## config.mk

```make
export PLATFORM = sky130hd
export DESIGN_NAME = echo_path_generator
export DESIGN_NICKNAME = d
export VERILOG_FILES = /design/src/rtl/echo_path_generator.sv
export SDC_FILE = /design/constraint.sdc
export NUM_CORES = 2
export LEC_CHECK = 0
export CORE_MARGIN = 2
export CORE_UTILIZATION = 30
export CTS_BUF_LIST = sky130_fd_sc_hd__clkbuf_4
export CTS_CLUSTER_DIAMETER = 40
export CTS_CLUSTER_SIZE = 20
export DETAILED_ROUTE_END_ITERATION = 8
export SYNTH_ARGS = -nofsm -noshare
export SYNTH_HDL_FRONTEND = slang
export SYNTH_SLANG_ARGS = --single-unit
export TNS_END_PERCENT = 50
```

## constraint.sdc

```tcl
create_clock -name clk_operation -period 16.39 [get_ports clk_operation]
set_clock_uncertainty 0.1 [all_clocks]
set_input_delay 3.278 -clock clk_operation [delete_from_list [all_inputs] [get_ports clk_operation]]
set_output_delay 3.278 -clock clk_operation [all_outputs]
set_load 0.02 [all_outputs]
```

## src/rtl/echo_path_generator.sv

```systemverilog
// Far-end echo-path model: circular delay line, bulk delay, 4-tap Q1.15 FIR,
// near-end add and 16-bit saturation, one result per sampling cycle.
module echo_path_generator #(
   parameter int DEPTH = 64,
   parameter int DELAY = 4
) (
   input  logic        clk_operation,
   input  logic        rst,
   input  logic        enable,
   input  logic [12:0] sampling_cycle_counter,
   input  logic [15:0] sig16b,
   input  logic [15:0] near_end,
   input  logic        coef_we,
   input  logic [1:0]  coef_addr,
   input  logic [15:0] coef_data,
   output logic [15:0] sig16b_lag,
   output logic        ready,
   output logic        busy,
   output logic        overrun
);

   localparam int AW = $clog2(DEPTH);

   typedef enum logic [2:0] {
      S_IDLE, S_CAPTURE, S_MAC0, S_MAC1, S_MAC2, S_MAC3, S_SAT
   } state_t;

   state_t             state_q, state_d;
   logic [AW-1:0]      wr_ptr_q, wr_ptr_d;
   logic [AW:0]        fill_q, fill_d;
   logic signed [33:0] acc_q, acc_d;
   logic [15:0]        near_q, near_d;
   logic [15:0]        coef_q [4];
   logic [15:0]        coef_d [4];
   logic [15:0]        snap_q [4];
   logic [15:0]        snap_d [4];
   logic [15:0]        lag_q, lag_d;
   logic               ready_q, ready_d;
   logic               busy_q, busy_d;
   logic               overrun_q, overrun_d;
   logic [12:0]        cnt_prev_q;
   logic               first_q;
   logic [15:0]        mem_q [DEPTH];

   logic               evt;
   logic [1:0]         mac_k;
   logic [AW-1:0]      rd_idx;
   logic signed [15:0] tap_x;
   logic signed [31:0] prod;
   logic signed [33:0] sum;

   // Counter parked at zero yields a single event: only a 0 following non-zero
   // (or the first cycle out of reset) counts.
   assign evt = enable && (sampling_cycle_counter == 13'd0) &&
                ((cnt_prev_q != 13'd0) || first_q);

   always_comb begin
      mac_k = 2'd0;
      case (state_q)
         S_MAC1:  mac_k = 2'd1;
         S_MAC2:  mac_k = 2'd2;
         S_MAC3:  mac_k = 2'd3;
         default: mac_k = 2'd0;
      endcase
      rd_idx = wr_ptr_q - AW'(DELAY) - AW'(mac_k);
      tap_x  = ((DELAY + int'(mac_k)) <= int'(fill_q)) ? $signed(mem_q[rd_idx]) : 16'sd0;
      prod   = $signed(snap_q[mac_k]) * tap_x;
      sum    = (acc_q >>> 15) + 34'($signed(near_q));
   end

   always_comb begin
      state_d   = state_q;
      wr_ptr_d  = wr_ptr_q;
      fill_d    = fill_q;
      acc_d     = acc_q;
      near_d    = near_q;
      coef_d    = coef_q;
      snap_d    = snap_q;
      lag_d     = lag_q;
      ready_d   = 1'b0;
      overrun_d = overrun_q | (evt & (state_q != S_IDLE));
      if (coef_we) coef_d[coef_addr] = coef_data;
      case (state_q)
         S_IDLE: if (evt) state_d = S_CAPTURE;
         S_CAPTURE: begin
            near_d  = near_end;
            snap_d  = coef_q;
            acc_d   = '0;
            state_d = S_MAC0;
         end
         S_MAC0: begin acc_d = acc_q + 34'(prod); state_d = S_MAC1; end
         S_MAC1: begin acc_d = acc_q + 34'(prod); state_d = S_MAC2; end
         S_MAC2: begin acc_d = acc_q + 34'(prod); state_d = S_MAC3; end
         S_MAC3: begin acc_d = acc_q + 34'(prod); state_d = S_SAT;  end
         S_SAT: begin
            if (sum > 34'sd32767)       lag_d = 16'h7FFF;
            else if (sum < -34'sd32768) lag_d = 16'h8000;
            else                        lag_d = sum[15:0];
            ready_d  = 1'b1;
            wr_ptr_d = wr_ptr_q + 1'b1;
            if (fill_q != (AW+1)'(DEPTH)) fill_d = fill_q + 1'b1;
            state_d  = S_IDLE;
         end
         default: state_d = S_IDLE;
      endcase
      busy_d = (state_d != S_IDLE);
   end

   always_ff @(posedge clk_operation) begin
      if (!rst) begin
         state_q    <= S_IDLE;
         wr_ptr_q   <= '0;
         fill_q     <= '0;
         acc_q      <= '0;
         near_q     <= '0;
         coef_q     <= '{default: '0};
         snap_q     <= '{default: '0};
         lag_q      <= '0;
         ready_q    <= 1'b0;
         busy_q     <= 1'b0;
         overrun_q  <= 1'b0;
         cnt_prev_q <= '0;
         first_q    <= 1'b1;
      end else begin
         state_q    <= state_d;
         wr_ptr_q   <= wr_ptr_d;
         fill_q     <= fill_d;
         acc_q      <= acc_d;
         near_q     <= near_d;
         coef_q     <= coef_d;
         snap_q     <= snap_d;
         lag_q      <= lag_d;
         ready_q    <= ready_d;
         busy_q     <= busy_d;
         overrun_q  <= overrun_d;
         cnt_prev_q <= sampling_cycle_counter;
         first_q    <= 1'b0;
      end
   end

   // Delay-line storage is left uninitialised; fill keeps stale words out of the taps.
   always_ff @(posedge clk_operation) begin
      if (rst && (state_q == S_CAPTURE)) mem_q[wr_ptr_q] <= sig16b;
   end

   assign sig16b_lag = lag_q;
   assign ready      = ready_q;
   assign busy       = busy_q;
   assign overrun    = overrun_q;

endmodule

```

; Word-level counts from Yosys, hierarchy flattened
; Memories as Yosys holds them, arrays and structs flattened.
; Index checks and enable logic that the tools add are counted.
[totals]
in_bits = 67
latchBits = 0
mem_bits_rw = 1024
reg_bits = 227
wordCells = 75
n_memories = 1
mem_bits_ro = 0
[op_classes]
div = 0
n_lt_le_gt_ge = 6
shifts = 0
n_reduce_logical = 13
eq_ne = 7
multipliers = 1
n_addsub = 7
bitwise_logic = 4
mux = 17
[mem_list]
columns = memory, depth, width, read_ports, rd_clocked_by_memory_dff, wr, line_no
row1 = mem_q, 64, 16, 1, 0, 1, 43  ; logic [15:0] mem_q [DEPTH];
[ops]
columns = op, count
row1 = 2-to-1 mux 16 bit, 6
row2 = case mux 34 bit (2 select lines), 1
row3 = bitwise mux 64 bit, 1
row4 = adder 34 x 32 -> 34 bit, 1
row5 = binary-select mux 16 bit (select 2 bit), 1
row6 = demux 16 bit (select 2 bit), 1
row7 = multiplier 16 x 16 -> 32 bit, 1
row8 = adder 19 x 16 -> 20 bit, 1
row9 = greater-than comparator 20 x 16 -> 1 bit (second input constant), 1
row10 = less-than comparator 20 x 16 -> 1 bit (second input constant), 1
row11 = case mux 3 bit (6 select lines), 1
row12 = logical NOT 13 bit, 1
row13 = nonzero test 13 bit, 1
row14 = equality test 3 bit (second input constant), 3
row15 = adder 7 x 1 -> 7 bit (second input constant), 1
row16 = less-or-equal comparator 4 x 7 -> 1 bit, 1
row17 = inequality test 7 bit (second input constant), 1
row18 = adder 6 x 1 -> 6 bit (second input constant), 1
row19 = equality test 3 x 2 -> 1 bit (second input constant), 2
row20 = greater-or-equal comparator 3 bit (second input constant), 2
row21 = NOT 2 -> 3 bit, 2
row22 = case mux 2 bit (3 select lines), 1
row23 = nonzero test 3 bit, 2
row24 = subtractor 6 x 2 -> 6 bit, 1
row25 = 14 further kinds, 20

; Logic depth before layout (Yosys ltp)
[logic_depth]
word_depth = 9
depth_mapped = 42
ltp_nobuf = 35

; Least setup slack after synthesis
; OpenSTA, ideal clock, no wires.
[synth_timing]
kind = register to register
from = register state_q[2]
to = register acc_q[33]
path_buffers = 7
required_time_ns = 16.173
path_stages_with_launch = 34
setup_slack_ns = 6.379
arrival_time_ns = 9.793
setup_time_ns = 0.117
cell_sequence = dfxtp_1 -> nor2b_1 -> buf_2 -> buf_1 -> clkbuf_1 -> inv_1 -> ha_1 -> ha_1 -> fa_1 -> clkbuf_1 -> clkbuf_1 -> clkbuf_1 -> mux4_2 -> mux2i_1 -> nand2_1 -> o211ai_2 -> or2_2 -> fa_1 -> inv_1 -> fa_1 -> fa_1 -> fa_1 -> fa_1 -> inv_1 -> fa_1 -> inv_1 -> ha_1 -> clkbuf_1 -> nand4_1 -> a2111oi_0 -> o21ai_0 -> o21ai_0 -> nand3_1 -> a32o_1
[synth_between]
elab_chain_cells = 9
elab_cells_between_ends = 20
[synth_rtl]
columns = element, line_no
row1 = from (decl), 28  ; state_t state_q, state_d;
row2 = from (signal assigned), 125  ; state_q <= state_d;
row3 = branches (longest 9 deep; another with adder 34 x 32 -> 34 bit), --
row4 = to (signal assigned), 114  ; acc_q <= '0;
row5 = to (signal assigned), 128  ; acc_q <= acc_d;
row6 = to (decl), 31  ; logic signed [33:0] acc_q, acc_d;
; Several ways; the timed one is not identified. The select of a mux whose other input is x is not followed.
; A chain may end at the register's enable or synchronous reset.

; Final worst setup path
[layout_timing]
from = register state_q[1]
to = register acc_q[33]
; Same word-level chain as after synthesis.

==> impl_results.md <==
* LEAKAGE at 23.1 nW
* Combinational power share at 1.6%
* Grt peak-use layer: met2
* CP startpoint: state_q[1]$_SDFF_PN0_
* Cells resized by post-CTS repair at 0
* CTS tree: done
* Share of the clock period used by the worst path at between 70% and 80%
* Min Clock Period, post-route at 11790 ps
* Crit Path Category: reg2reg
* Endpoints failing setup at 0
* Multi-input gate area at 0.0228 mm²
* Sequential cell area at approximately 0.035 mm²
* Area delta synth->final at 10.7%
* RSZ-0062 raised after global routing: false
* Hpwl dp at 98.2 mm
* Total number of vias at between 30k and 40k
* Ys async rst share at 0%
* Vias in the first global route at 34.4k
* Std cell rows at 164
* Pin count of the biggest net entering global routing at 108
* Worst reg2reg setup slack at between 4000 and 5000 ps
* Critical Path RT at 17340 ps
* CP arrival at 12740 ps
* Sequential power share at 62.2%
* Status: finished clean
* Met1 Use GR at 19.3%
* CP Capture Point: acc_q[33]$_SDFFE_PN0P_
* Slew Viols, Final at 0
* Num ports at 86
* Total of fill cells in the finished design at 19.3k
* Post-synth cell types at 74
* Final Hold Viols at 0
* Worst hold path class: reg2reg
* CP max-delay cell: buf_4
* Start of the worst register-to-register path: state_q[1]$_SDFF_PN0_
* Clock Latency Late Sink at 1220 ps
* Clock sinks at 1251
* R2R Path End: acc_q[33]$_SDFFE_PN0P_
* DRT Wirelength at between 100 and 150 mm
* Mapped Avg Cell Area at 15.1 µm²
* Final net count at 4634
* IO buf count at 85
* Max stage delay on crit path at around 760 ps
* First-pass GRT wire length at ~230 mm
* Switching power at 1.29 mW
* Worst Tran Pin Value at 1330 ps
* Startpoint type of the worst setup path: flop
* CTS Buf Count at ~140
* Pre-CTS setup slack at 4640 ps
* Die W at 452 µm
* 1st-pass router iterations at 5
* Worst-path fanout max at 32
* Share of post-route cells with drive strength above 1 at 18.0%
* Worst-path clk slew at 170 ps
* Post-synth EDFFs at ~1k
* Hold buffers post-CTS at 0
* Non-filler instance count after layout at just under 7k
* Worst r2r path cells at 37
* Syn_nets at 4506
* Top_reg_cell synth: edfxtp_1
* Wire per inst at approximately 22 µm
* Synth Instances at 4002
* Via density at around 4.9
* Setup WS post-layout at 4600 ps
* #FFs+latches synth at 1251
* Placer Congestion at roughly 0.88
* Pwr Total at 5.53 mW
* Total GRT Usage at 14.6%
* Endpoint class of the critical path: flop
* Maximum clock insertion buffer count at 3
* Yosys warning total at 0
* Starting Density at 30.2%
* Peak supply drop at 50.0 µV
* Sw frac at 23.3%
* TNS Setup at 0 ps
* Antenna violations before repair at 9
* Int Power at 4.24 mW
* MaxCap Viol Count at 0
* DIE HEIGHT at between 400 and 500 µm
* # DRC at 0
* Grt ovf at 0
* Sequential area share after synthesis at 58.5%
* Routed Antenna Nets at 0
* Clock power frac at 36.3%
* Power Dens Cells at 82.8 mW/mm²
* Mapped Area at 0.0603 mm²
* Met2 GRT Util at 24.4%
* Achievable Freq at ~85 MHz
* Setup Fix Bufs, Post-CTS at 0
* Met3 Resource Use GR at 2.25%
* Clk Tree Root Cell: clkbuf_4
* H-tree levels at 4
* Die area at 0.205 mm²
* Placed Instances at 6647
* Slew margin rel. at a little under 9%
* 1st-iter DRT viols at 2979
* Area of the core at about 0.20 mm²
[worst min path at each step]
| stage | from | end | depth (start not counted) |
|---|---|---|---|
| 2_1_floorplan | acc_q[14]$_SDFFE_PN0P_ | acc_q[14]$_SDFFE_PN0P_ | 2 |
| 3_3_place_gp | coef_q[48]$_SDFFE_PN0P_ | snap_q[48]$_SDFFE_PN0P_ | 2 |
| 3_5_place_dp | coef_q[16]$_SDFFE_PN0P_ | snap_q[16]$_SDFFE_PN0P_ | 2 |
| 4_1_cts | coef_q[32]$_SDFFE_PN0P_ | snap_q[32]$_SDFFE_PN0P_ | 2 |
| 5_1_grt | coef_q[26]$_SDFFE_PN0P_ | snap_q[26]$_SDFFE_PN0P_ | 2 |
| 6_report | coef_q[32]$_SDFFE_PN0P_ | snap_q[32]$_SDFFE_PN0P_ | 2 |
[layout make-up]
| type | count | share of cell area [%] |
|---|---|---|
| Timing Repair Buffer | 184 | 2.34 |
| Tap cell | 2656 | 4.97 |
| Clock buffer | 150 | 1.69 |
| Antenna cell | 11 | 0.0412 |
| Clock inverter | 106 | 1.95 |
| Sequential cell | 1251 | 52.8 |
| Inverter | 359 | 2.02 |
| Multi-Input combinational cell | 2197 | 34.2 |
[critical path, delay by kind of cell (launching register included)]
family | cells | cell delay (ps)
buffers and inverters | 10 | 2310
xor gates and xnor gates | 1 | 140
adders and majority gates | 10 | 4160
and+or+nand+nor | 5 | 980
muxes | 2 | 940
DFF | 1 | 470
AOI/OAI and AO/OA | 9 | 2500
[metal layers]
metal | vias up | share of wire, %
met5 | - | 0.047
met4 | 12 | 3.4
met3 | 234 | 5.4
met2 | 990 | 49
met1 | 17500 | 42
li1 | 14800 | -
[synthesized netlist by cell type, drive strengths merged, types with 22 or more instances]
library cell  count  share of area [%]
inv             359                2.2
xnor2            37               0.58
fa              308                 10
clkbuf           98               0.62
ha              129                2.7
nand2           414                2.6
mux4            320                 12
or2              22               0.23
mux2             26               0.49
a21o             24               0.30
a211oi           29               0.37
dfxtp           227                7.5
edfxtp         1024                 51
mux2i            66                1.1
nor2            300                1.9
a21oi           210                1.7
o21ai            61               0.51
nor3             22               0.18
buf              97                1.0
[logic make-up after synthesis]
| logic type | synth area share, % |
|---|---|
| DFF | 58.5 |
| muxes | 13.5 |
| adders and majority gates | 12.9 |
| buffers and inverters | 3.88 |
| and+or+nand+nor | 6.11 |
| AOI/OAI and AO/OA | 4.27 |
| xor gates and xnor gates | 0.811 |
[power by group through the flow]
| stage | clock, mW | combinational (mW) | sequential (mW) |
|---|---|---|---|
| floorplan | 0 | 0.0185 | 3.51 |
| global placement | 0 | 0.0841 | 3.51 |
| detailed placement | 0 | 0.0877 | 3.51 |
| CTS | 2.07 | 0.0877 | 3.44 |
| global route | 2.18 | 0.0947 | 3.44 |
| finish | 2.01 | 0.0863 | 3.44 |
[through the flow]
step / hold slack, ps / instance area (µm²) / util, %
CTS: 323 / 66800 / 33.4
global placement: 336 / 64400 / 32.2
detailed placement: 343 / 64400 / 32.2
finish: 318 / 66800 / 33.4
global route: 332 / 66800 / 33.4
floorplan: 332 / 60300 / -
[cells in the final DEF, fill, tap and decap left out, drive strengths merged, types with 22 or more instances in the layout]
| master | instances |
|---|---|
| clkinv | 39 |
| fa | 308 |
| edfxtp | 1024 |
| mux2 | 26 |
| dfxtp | 227 |
| mux2i | 66 |
| nor2 | 300 |
| clkdlybuf4s50 | 69 |
| nand2 | 414 |
| o21ai | 61 |
| a21oi | 210 |
| xnor2 | 37 |
| ha | 129 |
| a211oi | 29 |
| mux4 | 320 |
| inv | 399 |
| a21o | 24 |
| buf | 115 |
| or2 | 22 |
| clkbuf | 150 |
| nor3 | 22 |
[registers in the layout (all words and copies together), names as in the netlist, 6 cells and up]
register    count
mem_q        1024
coef_q         64
snap_q         64
acc_q          34
near_q         16
sig16b_lag     16
cnt_prev_q     13
fill_q          7
wr_ptr_q        6
(Power assumes the default switching activity.)
